[src/rtl/uart_tx_arbiter_if.sv]
// ---------------------------------------------------------------------------
// uart_tx_arbiter_if
//   Bundles the requester byte streams, the uart_tx start/data/busy link and
//   the arbiter status outputs into one connection.
//
//   Handshake: a requester's byte moves on a cycle where req_valid[i] and
//   req_ready[i] are both high. The requester holds valid/data/last stable
//   until that cycle and may withdraw req_valid before it (no byte is taken).
//   req_ready is only ever raised for the current grant owner.
//
//   Signals
//     req_valid  NUM_REQ    per-requester byte valid
//     req_data   8*NUM_REQ  byte i at [8*i+7:8*i]
//     req_last   NUM_REQ    byte i closes its packet
//     req_ready  NUM_REQ    one-hot accept pulse
//     grant      NUM_REQ    one-hot current owner, zero when idle
//     tx_start   1          start pulse to uart_tx
//     tx_data    8          byte to uart_tx
//     tx_busy    1          uart_tx busy
//     burst_cut  1          grant forcibly released (burst limit or gap)
//     state_dbg  3          arbiter FSM state for observation
//
//   Modports: slave = arbiter side, master = requesters + uart_tx side.
// ---------------------------------------------------------------------------
interface uart_tx_arbiter_if #(
    parameter int NUM_REQ = 4
);
    logic [NUM_REQ-1:0]   req_valid;
    logic [8*NUM_REQ-1:0] req_data;
    logic [NUM_REQ-1:0]   req_last;
    logic [NUM_REQ-1:0]   req_ready;
    logic [NUM_REQ-1:0]   grant;
    logic                 tx_start;
    logic [7:0]           tx_data;
    logic                 tx_busy;
    logic                 burst_cut;
    logic [2:0]           state_dbg;

    modport slave (
        input  req_valid, req_data, req_last, tx_busy,
        output req_ready, grant, tx_start, tx_data, burst_cut, state_dbg
    );

    modport master (
        output req_valid, req_data, req_last, tx_busy,
        input  req_ready, grant, tx_start, tx_data, burst_cut, state_dbg
    );
endinterface

[src/rtl/uart_tx_arbiter.sv]
// ---------------------------------------------------------------------------
// uart_tx_arbiter
//   Shares one uart_tx serializer between NUM_REQ byte-stream requesters.
//   Round-robin at packet granularity: the owner keeps the transmitter until
//   it sends a last byte, reaches MAX_BURST bytes, or leaves req_valid low
//   for GAP_TIMEOUT cycles inside a packet. Bytes are paced by tx_busy so at
//   most one byte is in flight per uart frame.
//
//   Ports
//     clk   system clock
//     rst   asynchronous, active-high reset
//     bus   uart_tx_arbiter_if.slave (requesters, uart_tx link, status)
// ---------------------------------------------------------------------------
module uart_tx_arbiter #(
    parameter int NUM_REQ     = 4,
    parameter int MAX_BURST   = 16,
    parameter int GAP_TIMEOUT = 1024
) (
    input  logic               clk,
    input  logic               rst,
    uart_tx_arbiter_if.slave   bus
);

    localparam int IDX_W = (NUM_REQ > 1) ? $clog2(NUM_REQ) : 1;
    localparam int GAP_W = $clog2(GAP_TIMEOUT) + 1;

    typedef enum logic [2:0] {
        ARB     = 3'd0,
        SEND    = 3'd1,
        WAIT_HI = 3'd2,
        WAIT_LO = 3'd3,
        GAP     = 3'd4
    } state_t;

    state_t               state_q, state_d;
    logic [NUM_REQ-1:0]   grant_q, grant_d;
    logic [IDX_W-1:0]     owner_q, owner_d;
    logic [IDX_W-1:0]     rr_q, rr_d;
    logic [7:0]           byte_cnt_q, byte_cnt_d;
    logic [GAP_W-1:0]     gap_cnt_q, gap_cnt_d;
    logic                 last_q, last_d;
    logic [7:0]           tx_data_q, tx_data_d;
    logic                 burst_cut_q, burst_cut_d;

    logic                 pick_found;
    logic [IDX_W-1:0]     pick_idx;
    logic [IDX_W-1:0]     owner_next;
    logic                 own_valid;
    logic                 own_last;
    logic [7:0]           own_data;
    logic                 tx_start_c;
    logic [NUM_REQ-1:0]   req_ready_c;
    logic                 do_release;
    logic                 do_cut;

    // Index wrap without a divider: operands never exceed 2*NUM_REQ-2.
    function automatic logic [IDX_W-1:0] wrap_idx(input int v);
        if (v >= NUM_REQ) begin
            return IDX_W'(v - NUM_REQ);
        end
        return IDX_W'(v);
    endfunction

    assign own_valid  = bus.req_valid[owner_q];
    assign own_last   = bus.req_last[owner_q];
    assign own_data   = bus.req_data[{owner_q, 3'b000} +: 8];
    assign owner_next = wrap_idx(int'(owner_q) + 1);

    // First valid requester at or above the rr pointer, wrapping around.
    always_comb begin
        pick_found = 1'b0;
        pick_idx   = '0;
        for (int k = 0; k < NUM_REQ; k++) begin
            if (!pick_found && bus.req_valid[wrap_idx(int'(rr_q) + k)]) begin
                pick_found = 1'b1;
                pick_idx   = wrap_idx(int'(rr_q) + k);
            end
        end
    end

    always_comb begin
        state_d     = state_q;
        grant_d     = grant_q;
        owner_d     = owner_q;
        rr_d        = rr_q;
        byte_cnt_d  = byte_cnt_q;
        gap_cnt_d   = gap_cnt_q;
        last_d      = last_q;
        tx_data_d   = tx_data_q;
        burst_cut_d = 1'b0;
        tx_start_c  = 1'b0;
        req_ready_c = '0;
        do_release  = 1'b0;
        do_cut      = 1'b0;

        case (state_q)
            ARB: begin
                if (!bus.tx_busy && pick_found) begin
                    grant_d           = '0;
                    grant_d[pick_idx] = 1'b1;
                    owner_d           = pick_idx;
                    state_d           = SEND;
                end
            end
            SEND: begin
                if (own_valid) begin
                    // Guard keeps tx_start off a busy transmitter; the state
                    // simply holds until the line is free.
                    if (!bus.tx_busy) begin
                        tx_start_c           = 1'b1;
                        req_ready_c[owner_q] = 1'b1;
                        tx_data_d            = own_data;
                        last_d               = own_last;
                        byte_cnt_d           = byte_cnt_q + 8'd1;
                        state_d              = WAIT_HI;
                    end
                end else begin
                    gap_cnt_d = '0;
                    state_d   = GAP;
                end
            end
            WAIT_HI: begin
                if (bus.tx_busy) begin
                    state_d = WAIT_LO;
                end
            end
            WAIT_LO: begin
                if (!bus.tx_busy) begin
                    if (last_q || byte_cnt_q == 8'(MAX_BURST)) begin
                        do_release = 1'b1;
                        // A last byte landing exactly on the burst limit is
                        // an ordinary packet end, not a cut.
                        do_cut     = !last_q;
                    end else begin
                        state_d = SEND;
                    end
                end
            end
            GAP: begin
                if (own_valid) begin
                    gap_cnt_d = '0;
                    state_d   = SEND;
                end else if (gap_cnt_q == GAP_W'(GAP_TIMEOUT - 1)) begin
                    do_release = 1'b1;
                    do_cut     = 1'b1;
                end else begin
                    gap_cnt_d = gap_cnt_q + 1'b1;
                end
            end
            default: begin
                state_d = ARB;
            end
        endcase

        if (do_release) begin
            grant_d     = '0;
            rr_d        = owner_next;
            byte_cnt_d  = '0;
            gap_cnt_d   = '0;
            burst_cut_d = do_cut;
            state_d     = ARB;
        end
    end

    always_ff @(posedge clk or posedge rst) begin
        if (rst) begin
            state_q     <= ARB;
            grant_q     <= '0;
            owner_q     <= '0;
            rr_q        <= '0;
            byte_cnt_q  <= '0;
            gap_cnt_q   <= '0;
            last_q      <= 1'b0;
            tx_data_q   <= '0;
            burst_cut_q <= 1'b0;
        end else begin
            state_q     <= state_d;
            grant_q     <= grant_d;
            owner_q     <= owner_d;
            rr_q        <= rr_d;
            byte_cnt_q  <= byte_cnt_d;
            gap_cnt_q   <= gap_cnt_d;
            last_q      <= last_d;
            tx_data_q   <= tx_data_d;
            burst_cut_q <= burst_cut_d;
        end
    end

    // The byte is presented straight from the requester on the start cycle
    // and from the holding register for the rest of the frame.
    assign bus.tx_start  = tx_start_c;
    assign bus.tx_data   = tx_start_c ? own_data : tx_data_q;
    assign bus.req_ready = req_ready_c;
    assign bus.grant     = grant_q;
    assign bus.burst_cut = burst_cut_q;
    assign bus.state_dbg = state_q;

endmodule

[src/flat_wrapper.sv]
// flat-port wrapper written by rule: the top's interface ports become plain ports
module uart_tx_arbiter_flat 
#(
    parameter int NUM_REQ     = 4,
    parameter int MAX_BURST   = 16,
    parameter int GAP_TIMEOUT = 1024
)
  (clk, rst, bus_req_valid, bus_req_data, bus_req_last, bus_tx_busy, bus_req_ready, bus_grant, bus_tx_start, bus_tx_data, bus_burst_cut, bus_state_dbg);
  uart_tx_arbiter_if #(.NUM_REQ(NUM_REQ)) bus_i ();
  input  logic clk;
  input  logic rst;
  input wire logic [$bits(bus_i.req_valid)-1:0] bus_req_valid;
  input wire logic [$bits(bus_i.req_data)-1:0] bus_req_data;
  input wire logic [$bits(bus_i.req_last)-1:0] bus_req_last;
  input wire logic [$bits(bus_i.tx_busy)-1:0] bus_tx_busy;
  output wire logic [$bits(bus_i.req_ready)-1:0] bus_req_ready;
  output wire logic [$bits(bus_i.grant)-1:0] bus_grant;
  output wire logic [$bits(bus_i.tx_start)-1:0] bus_tx_start;
  output wire logic [$bits(bus_i.tx_data)-1:0] bus_tx_data;
  output wire logic [$bits(bus_i.burst_cut)-1:0] bus_burst_cut;
  output wire logic [$bits(bus_i.state_dbg)-1:0] bus_state_dbg;
  assign bus_i.req_valid = bus_req_valid;
  assign bus_i.req_data = bus_req_data;
  assign bus_i.req_last = bus_req_last;
  assign bus_i.tx_busy = bus_tx_busy;
  assign bus_req_ready = bus_i.req_ready;
  assign bus_grant = bus_i.grant;
  assign bus_tx_start = bus_i.tx_start;
  assign bus_tx_data = bus_i.tx_data;
  assign bus_burst_cut = bus_i.burst_cut;
  assign bus_state_dbg = bus_i.state_dbg;
  uart_tx_arbiter #(.NUM_REQ(NUM_REQ), .MAX_BURST(MAX_BURST), .GAP_TIMEOUT(GAP_TIMEOUT)) u_core (.clk(clk), .rst(rst), .bus(bus_i));
endmodule
[config.mk]
export PLATFORM = sky130hd
export DESIGN_NAME = uart_tx_arbiter_flat
export DESIGN_NICKNAME = d
export VERILOG_FILES = /design/src/rtl/uart_tx_arbiter_if.sv /design/src/rtl/uart_tx_arbiter.sv /design/src/flat_wrapper.sv
export SDC_FILE = /design/constraint.sdc
export NUM_CORES = 1
export LEC_CHECK = 0
export BUFFER_PORTS_ARGS = -buffer_cell sky130_fd_sc_hd__buf_2
export CAP_MARGIN = 25
export CORE_MARGIN = 1
export CORE_UTILIZATION = 40
export DETAILED_ROUTE_END_ITERATION = 16
export PLACE_DENSITY = 0.66
export SYNTH_ARGS = -nofsm -noshare
export SYNTH_HDL_FRONTEND = slang
export SYNTH_SLANG_ARGS = --single-unit
[constraint.sdc]
create_clock -name clk -period 2.24 [get_ports clk]
set_input_delay 0.448 -clock clk [delete_from_list [all_inputs] [get_ports clk]]
set_output_delay 0.448 -clock clk [all_outputs]
set_load 0.02 [all_outputs]
# Word level (Yosys, flattened, before mapping)
# Index checks and enable logic that the tools add are counted.
op_classes:
  n_addsub: 11
  order_cmp: 13
  eq_ne: 15
  shift: 1
  mux: 84
  n_bitwise: 1
  n_reduce_logical: 24
ops:
  columns: ["operator", "n"]
  rows:
  - ["$mux 11", 4]
  - ["$mux 8", 5]
  - ["$mux 2", 18]
  - ["$shiftx 32x6->8", 1]
  - ["$mux 1", 31]
  - ["$mux 3", 8]
  - ["$mux 4", 6]
  - ["$pmux 11 s2", 1]
  - ["$lt 2x3->1 const B", 6]
  - ["$pmux 3 s5", 1]
  - ["$bmux 1 s2", 6]
  - ["$ge 3x3->1 const B", 4]
  - ["$add 11x1->11 const B", 1]
  - ["$eq 11x10->1 const B", 1]
  - ["$sub 2x1->2 const B", 5]
  - ["$ne 3x2->1 const B", 3]
  - ["$reduce_and 3->1", 3]
  - ["$add 8x1->8 const B", 1]
  - ["$eq 8x5->1 const B", 1]
  - ["$reduce_bool 2->1", 4]
  - ["$add 2x1->3 const B", 2]
  - ["$add 2x2->3 const B", 2]
  - ["$eq 3x2->1 const B", 2]
  - ["$logic_and 1x1->1", 6]
  - ["other kinds (18)", 27]
totals:
  register_bits: 40
  out_inout_bits: 21

# Depth between registers and ports, before layout
# Gate-level depths: netlist (run 1).
depth:
  depth_word: 24
  ltp_mapped: 8
  depth_no_buf: 7

# Worst setup path after synthesis (run 1)
# No wires, ideal clock.
synth_timing:
  path_kind: "flip-flop to output port"
  startpoint: "reg u_core.state_q[1], in the netlist u_core.bus.state_dbg[1]"
  endpoint: "out bus_tx_data[0]"
  arrival_time_ns: 1.926
  setup_slack_ns: -0.134
  stages_incl_launch_ff: 8
  n_path_buf: 2
  path_cell_list: "dfrtp_1 -> buf_2 -> nor4b_1 -> nand2_1 -> inv_1 -> buf_2 -> nand2_1 -> nand2_1"
synth_via:
  elab_chain_len: 3
synth_lines:
  columns: ["element", "line_no", "text"]
  rows:
  - ["from (decl)", "uart_tx_arbiter.sv:35", "state_t state_q, state_d;"]
  - ["from (signal assigned)", "uart_tx_arbiter.sv:177", "state_q <= state_d;"]
  - ["$eq 3x1->1", "uart_tx_arbiter.sv:96", "case (state_q)"]
  - ["$mux 1", "uart_tx_arbiter.sv:96", null]
  - ["via bus_tx_start", "flat_wrapper.sv:18", "output wire logic [$bits(bus_i.tx_start)-1:0] bus_tx_start;"]
  - ["$mux 8", "uart_tx_arbiter.sv:192", "assign bus.tx_data = tx_start_c ? own_data : tx_data_q;"]
  - ["to (decl)", "flat_wrapper.sv:19", "output wire logic [$bits(bus_i.tx_data)-1:0] bus_tx_data;"]
# The timed path passes the listed nets, and every way through them passes these cells.

# Worst setup path after layout (run 1)
layout_timing:
  startpoint: "reg u_core.owner_q[0]"
  endpoint: "out bus_tx_data[1]"
layout_via:
  elab_chain_len: 5
  word_cells_on_any_way: 6
  classes_between: "shift: 1; mux: 5"
layout_lines:
  columns: ["element", "line_no", "text"]
  rows:
  - ["from (decl)", "uart_tx_arbiter.sv:37", "logic [IDX_W-1:0] owner_q, owner_d;"]
  - ["from (signal assigned)", "uart_tx_arbiter.sv:179", "owner_q <= owner_d;"]
  - ["branches (longest 4 deep; another with $shiftx 32x6->8)", null, null]
  - ["$mux 8 *", "uart_tx_arbiter.sv:192", null]
# Mark *: on every way between the ends. The select of a mux whose other input is x is not followed.

==> flow_metrics.env, run 1 <==
export IMPL_ioPinCount=64
export IMPL_vias_per_cell=5.142
export IMPL_antenna_left=0
export IMPL_worstSetupPathType="reg -> out"
export IMPL_syn_avg_cell_area_sq_um=9.364
export IMPL_seq_area_frac_synth_pct=42.76
export IMPL_post_drt_wl_per_cell_microns=13.08
export IMPL_synth_commonest_cells="nand2_1, dfrtp_1, nor2_1, a21oi_1, inv_1"
export IMPL_rows=27
export IMPL_nFillCells=540
export IMPL_cp_arrival_ps=1870
export IMPL_grt_first_pass_wirelength_microns=9328
export IMPL_slew_headroom_pct=66.26
export IMPL_regArea_sq_mm=0.001002
export IMPL_worstMarginPinSlew_ps=506.1
export IMPL_track_usage_pct=19.56
export IMPL_drv_cap=0
export IMPL_initialDrtViolationCount=48
export IMPL_critPathRequiredTime_ps=1790
export IMPL_synthCells=250
export IMPL_grt_start_max_net_pins=41
export IMPL_max_freq_ghz=0.4308
export IMPL_finalSetupViolCount=10
export IMPL_period_share_pct=103.6
export IMPL_grt_overflow_total=0
export IMPL_diodes=0
export IMPL_drc_errors=0
export IMPL_power_density_mw_per_mm2=1090
export IMPL_synth_area_sq_mm=0.002341
export IMPL_hold_viol_final=0
export IMPL_dp_hpwl_microns=3892
export IMPL_finalMaxSlewViolations=0
export IMPL_finalNetCount=385
export IMPL_core_region_area_sq_mm=0.005574
export IMPL_status="finished with violations"
export IMPL_die_w_microns=78.50
export IMPL_synth_yosys_warnings=0
export IMPL_drt_wl_total_microns=5338
export IMPL_synth_flop_cell="dfrtp_1"
export IMPL_yosys_area_top_type="dfrtp_1"
export IMPL_worstPathMaxFanout=6
export IMPL_ys_seq_elements=40
export IMPL_first_pass_iters=5
export IMPL_numCtsBuffers=5
export IMPL_grt_pass1_vias=2123
export IMPL_die_area_sq_mm=0.006162
export IMPL_multi_input_area_sq_mm=0.001250
export IMPL_ir_drop_uv=637.7
export IMPL_post_synth_top_count_cell="nand2_1"
export IMPL_fin_util_pct=54.25
export IMPL_die_h_microns=78.50
export IMPL_synth_fp_nets=300
export IMPL_p_leak_nw=1.554
export IMPL_rsz0062_at_grt="yes"
export IMPL_crit_path_end_kind="primary output"
export IMPL_vias=2098
export IMPL_clock_latency_ps=300
export IMPL_drive_gt1_share_pct=35.12
export IMPL_synth_area_leaders="dfrtp_1, mux4_2, nand2_1"
export IMPL_violations="setup timing"
export IMPL_htree_levels=2
export IMPL_portBuffers=63
export IMPL_total_power_mw=3.298
export IMPL_critPathLaunchType="flip-flop"
export IMPL_antenna_found_initial=0
export IMPL_synth_top_area_share_pct=42.76
export IMPL_clkSlewWorstSetupHoldPaths_ps=80
export IMPL_setup_slack_ps=-81.46
export IMPL_clock_root_buffer="clkbuf_8"
export IMPL_cts_hold_buf=0
export IMPL_async_flop_share_pct=100.0
export IMPL_synth_cell_types=46
export IMPL_fin_skew_ps=11.19
export IMPL_cts_sinks=40
export IMPL_r2r_setup_slack_ps=80
export IMPL_start_util_pct=42.00
export IMPL_clock_path_buffers=2
export IMPL_syn_to_final_growth_pct=29.18
export IMPL_synth_edf_count=0
export IMPL_timing_final_crit_period_ps=2321
export IMPL_routabilityCongestion=0.8467
export IMPL_cts_tree="yes"
export IMPL_hold_path_class="in -> async"
==> layout make-up <==
class	instances	share of cell area [%]
clock buffers	6	2.731
repair buffers	88	17.38
multi-input cells	185	41.33
inverters	14	1.862
flip-flops and latches	40	33.14
clock inverters	2	0.3310
repair inverters	1	0.2482
well taps	72	2.979
==> per-stage QoR <==
step                worst slack, ps  hold WS [ps]  instance area, sq um  cells  TNS, ps
finish                       -81.46         265.5                  3024    408   -635.1
global route                 -155.6         327.5                  3024    408    -1456
CTS                          -81.77         284.8                  2995    406   -476.9
detailed placement            20.52         457.5                  2861    396        0
global placement              31.74         452.9                  2861    396        0
floorplan                     6.484         439.4                  2350    250        0
==> flip-flops by register name (all words and copies together), names as in the netlist <==
register              count
u_core.bus.burst_cut      1
u_core.bus.grant          4
u_core.bus.state_dbg      3
u_core.byte_cnt_q         8
u_core.gap_cnt_q         11
u_core.last_q             1
u_core.owner_q            2
u_core.rr_q               2
u_core.tx_data_q          8
==> power by group <==
part | total (mW) | switching, mW | leakage, nW | internal [mW]
sequential | 1.08 | 0.150 | 0.528 | 0.930
clock | 0.507 | 0.261 | 0.0510 | 0.246
combinational | 1.71 | 0.940 | 0.975 | 0.770
==> worst max-delay path, cell delays in order (launching register included) <==
cell        delay [ps]
dfrtp_2            380
mux4_2             570
nand2_4            140
clkinvlp_4         170
nand2_1            110
nand2_1             60
buf_2              160
==> cell usage in the layout (no fill, tap or decap), types with 2 or more instances in the layout <==
cell / n
buf_6: 4
mux2i_1: 2
inv_1: 13
a31oi_1: 2
nor2_1: 22
nand2_2: 2
buf_4: 24
buf_2: 60
nand3b_1: 2
o21ai_0: 6
a21oi_1: 18
nand2_1: 49
a22o_1: 4
nand3_1: 9
nor3_1: 2
or3_1: 5
nand4_1: 5
ha_1: 7
nand2b_1: 5
and3_1: 5
xor2_1: 6
clkbuf_8: 6
clkinv_2: 2
a21o_1: 2
mux4_2: 9
clkinvlp_4: 2
dfrtp_1: 39
==> worst paths after layout <==
path,cells after the start,end,startpoint
worst min register to register,2,u_core.tx_data_q[1],u_core.tx_data_q[1]
min in group clk,2,u_core.tx_data_q[1],u_core.tx_data_q[1]
worst max register to register,6,u_core.rr_q[1],u_core.owner_q[0]
max in group asynchronous,3,u_core.owner_q[0],rst
worst max-delay path,6,bus_tx_data[1],u_core.owner_q[0]
worst min-delay path,3,u_core.byte_cnt_q[3],rst
==> timing repair <==
item / 4_1_cts / 5_1_grt
endpoints found under the setup margin: 8 / 12
gates cloned: 1 / 0
resized for setup: 9 / 5
hold endpoints to repair: 0 / 0
pin swaps: 1 / 0
buffers inserted: 1 / 2
==> routing by layer <==
metal / vias up / track usage, % / part of all wire (%)
li1: 1042 / - / -
met1: 1000 / 23.36 / 46
met2: 49 / 34.35 / 50
met3: 7 / 3.256 / 3.2
met4: 0 / 8.519 / 1.4
met5: - / 0 / 0
==> logic make-up (layout without fill, tap and decap cells) <==
kind of cell / after synthesis / count (layout) / share of synthesized area, %
simple gates: 117 / 117 / 23.68
compound gates: 40 / 40 / 10.90
buf+inv: 25 / 111 / 4.704
flops: 40 / 40 / 42.76
mux: 14 / 14 / 11.60
fa+ha+maj: 7 / 7 / 3.741
xor+xnor: 7 / 7 / 2.619
(Power assumes the default switching activity.)
==> inputs of run 2 (changes only) <==
--- a/config.mk
+++ b/config.mk
@@ -7,6 +7,7 @@
 export LEC_CHECK = 0
 export BUFFER_PORTS_ARGS = -buffer_cell sky130_fd_sc_hd__buf_2
 export CAP_MARGIN = 25
+export CORE_ASPECT_RATIO = 0.75
 export CORE_MARGIN = 1
 export CORE_UTILIZATION = 40
 export DETAILED_ROUTE_END_ITERATION = 16
==> run 2 against run 1 <==
- the flow still finishes with violations (setup timing)
- worst hold slack gained 5.1 ps
- critical path type unchanged
- total power grew 10%
- utilization rose by 3.9 points
- critical endpoint is now bus_tx_data[3]
- register-to-register slack got worse by 30 ps
- critical path depth is the same
- design area up 5.6%
- clock-buffer cell count is the same
- sequential power increased by 4%
- clock power is 13% higher
- first-iteration DRC count grew 52%
- worst setup slack improved by 63 ps
==> flow_metrics.env, run 2 (synthesis gave the netlist of run 1 again) <==
export IMPL_status="finished with violations"
export IMPL_violations="setup timing"
export IMPL_slowest_delay_ps=580
export IMPL_core_region_area_sq_mm=0.005497
export IMPL_grt_start_max_net_pins=41
export IMPL_grt_use_met2_pct=31.68
export IMPL_placed_cells=399
export IMPL_grt_first_pass_wirelength_microns=8997
export IMPL_hold_viol_final=0
export IMPL_initialDrtViolationCount=73
export IMPL_p_sw_mw=1.435
export IMPL_drv_cap=0
export IMPL_p_seq_share_pct=30.8
export IMPL_antenna_found_initial=0
export IMPL_setup_slack_ps=-18.50
export IMPL_fin_worst_hold_slack_ps=270.6
export IMPL_power_density_mw_per_mm2=1136
export IMPL_grt_pass1_vias=1920
export IMPL_top_regs="u_core.gap_cnt_q (11), u_core.byte_cnt_q (8), u_core.tx_data_q (8)"
export IMPL_die_h_microns=68.25
export IMPL_portBuffers=63
export IMPL_slew_headroom_pct=66.14
export IMPL_vias_per_cell=5.029
export IMPL_mostFrequentLayoutCell="buf_2"
export IMPL_htree_levels=2
export IMPL_cp_arrival_ps=1810
export IMPL_worstMarginPinSlew_ps=507.9
export IMPL_diodes=0
export IMPL_start_util_pct=42.59
export IMPL_critPathSlowestCell="mux4_2"
export IMPL_finalMaxSlewViolations=0
export IMPL_grt_overflow_total=0
export IMPL_dp_slack_ps=-16.01
export IMPL_worstPathMaxFanout=4
export IMPL_ioPinCount=64
export IMPL_netSwitchingFraction_pct=39.54
export IMPL_die_area_sq_mm=0.006165
export IMPL_clock_root_buffer="clkbuf_8"
export IMPL_placed_area_sq_mm=0.002865
export IMPL_vias=2082
export IMPL_track_usage_pct=18.72
export IMPL_clockPowerShare_pct=15.8
export IMPL_fin_area_sq_mm=0.003194
export IMPL_clock_path_buffers=2
export IMPL_max_freq_ghz=0.4428
export IMPL_crit_path_cell_trace="mux4_2, nand2_4, buf_6, nand2_1, nand2_1, buf_6"
export IMPL_p_comb_share_pct=53.4
export IMPL_r2r_setup_slack_ps=50
export IMPL_antenna_left=0
export IMPL_total_power_mw=3.629
export IMPL_clkSlewWorstSetupHoldPaths_ps=80
export IMPL_clock_latency_ps=290
export IMPL_drive_gt1_share_pct=40.41
export IMPL_critPathRequiredTime_ps=1790
export IMPL_post_drt_wl_per_cell_microns=13.66
export IMPL_drt_wl_total_microns=5654
export IMPL_finalSetupViolCount=5
export IMPL_critPathLaunchType="flip-flop"
export IMPL_numCtsBuffers=5
export IMPL_hold_path_class="in -> async"
export IMPL_rsz0062_at_grt="yes"
export IMPL_crit_path_end_kind="primary output"
export IMPL_grt_use_met1_pct=24.72
export IMPL_gr_usage_met3_pct=3.889
export IMPL_routabilityCongestion=0.7616
export IMPL_worstSetupPathType="reg -> out"
export IMPL_p_leak_nw=1.611
export IMPL_cts_tree="yes"
export IMPL_finalNetCount=388
export IMPL_dp_hpwl_microns=3988
export IMPL_layout_common_cells="buf_2, dfrtp_1, nand2_1, buf_4, nor2_1"
export IMPL_die_w_microns=90.34
export IMPL_period_share_pct=100.8
export IMPL_ir_drop_uv=670.9
export IMPL_p_int_mw=2.194
export IMPL_grt_busiest_layer="met2"
export IMPL_largest_register_ffs=11
export IMPL_syn_to_final_growth_pct=36.45
export IMPL_drc_errors=0
export IMPL_rows=23
export IMPL_fin_cells=414
export IMPL_cts_sinks=40
export IMPL_first_pass_iters=5
export IMPL_largest_register="u_core.gap_cnt_q"
export IMPL_timing_final_crit_period_ps=2259
export IMPL_cts_hold_buf=0
export IMPL_fin_skew_ps=6.560
-- run 2: cell count changes in the layout (fill, tap and decap cells not counted), sizes merged --
cell and delta:
inv +1, bufinv +1, clkinvlp -2, clkinv -1, buf +4
-- run 2: path summary, 6_finish.rpt --
check	endpoint	from	depth (start not counted)
setup / recovery	bus_tx_data[3]	u_core.owner_q[0]	6
hold / removal	u_core.tx_data_q[7]	rst	3
setup reg to reg	u_core.gap_cnt_q[10]	u_core.owner_q[0]	6
hold reg to reg	u_core.tx_data_q[1]	u_core.tx_data_q[1]	2
max in group asynchronous	u_core.owner_q[0]	rst	3
min in group clk	u_core.tx_data_q[1]	u_core.tx_data_q[1]	2
-- run 2: power by group through the flow --
| stage | combinational (mW) | clock (mW) | sequential [mW] |
|---|---|---|---|
| after floorplan | 1.06 | 0 | 1.15 |
| after global placement | 1.59 | 0 | 1.09 |
| after detailed placement | 1.61 | 0 | 1.09 |
| after CTS | 1.71 | 0.595 | 1.09 |
| after global routing | 2.11 | 0.625 | 1.15 |
| final | 1.94 | 0.575 | 1.12 |
-- run 2: final cells by class --
| class | count | area [sq um] |
|---|---|---|
| timing repair buffer | 92 | 603.1 |
| tap | 75 | 93.84 |
| inverter | 14 | 55.05 |
| fill | 490 | 2302 |
| clock inverter | 2 | 35.03 |
| multi-input combinational | 185 | 1333 |
| sequential | 40 | 1002 |
| clock buffer | 6 | 72.57 |
-- run 2: metal layers --
layer | vias up | wire length [microns]
li1 | 1045 | -
met1 | 996 | 2700
met2 | 36 | 2734
met3 | 5 | 170
met4 | 0 | 48
met5 | - | 0
-- run 2: stage by stage --
| stage | TNS (ps) | utilization [%] |
|---|---|---|
| after detailed placement | -38.03 | 52.13 |
| final | -44.99 | 58.12 |
| after global routing | -701.0 | 58.12 |
| after global placement | 0 | 52.13 |
| after floorplan | 0 | - |
| after CTS | 0 | 54.95 |
-- run 2: what timing repair did --
item,in CTS,in global routing
hold endpoints to repair,0,0
gates resized for setup,11,43
pin swaps,0,9
setup buffers,3,3
endpoints found under the setup margin,8,15
gates cloned,0,1
-- run 2: critical path, delay by kind of cell (launching register included) --
family                 cells  cell delay (ps)
buffers and inverters      2              250
DFF                        1              390
muxes                      1              580
and+or+nand+nor            3              300
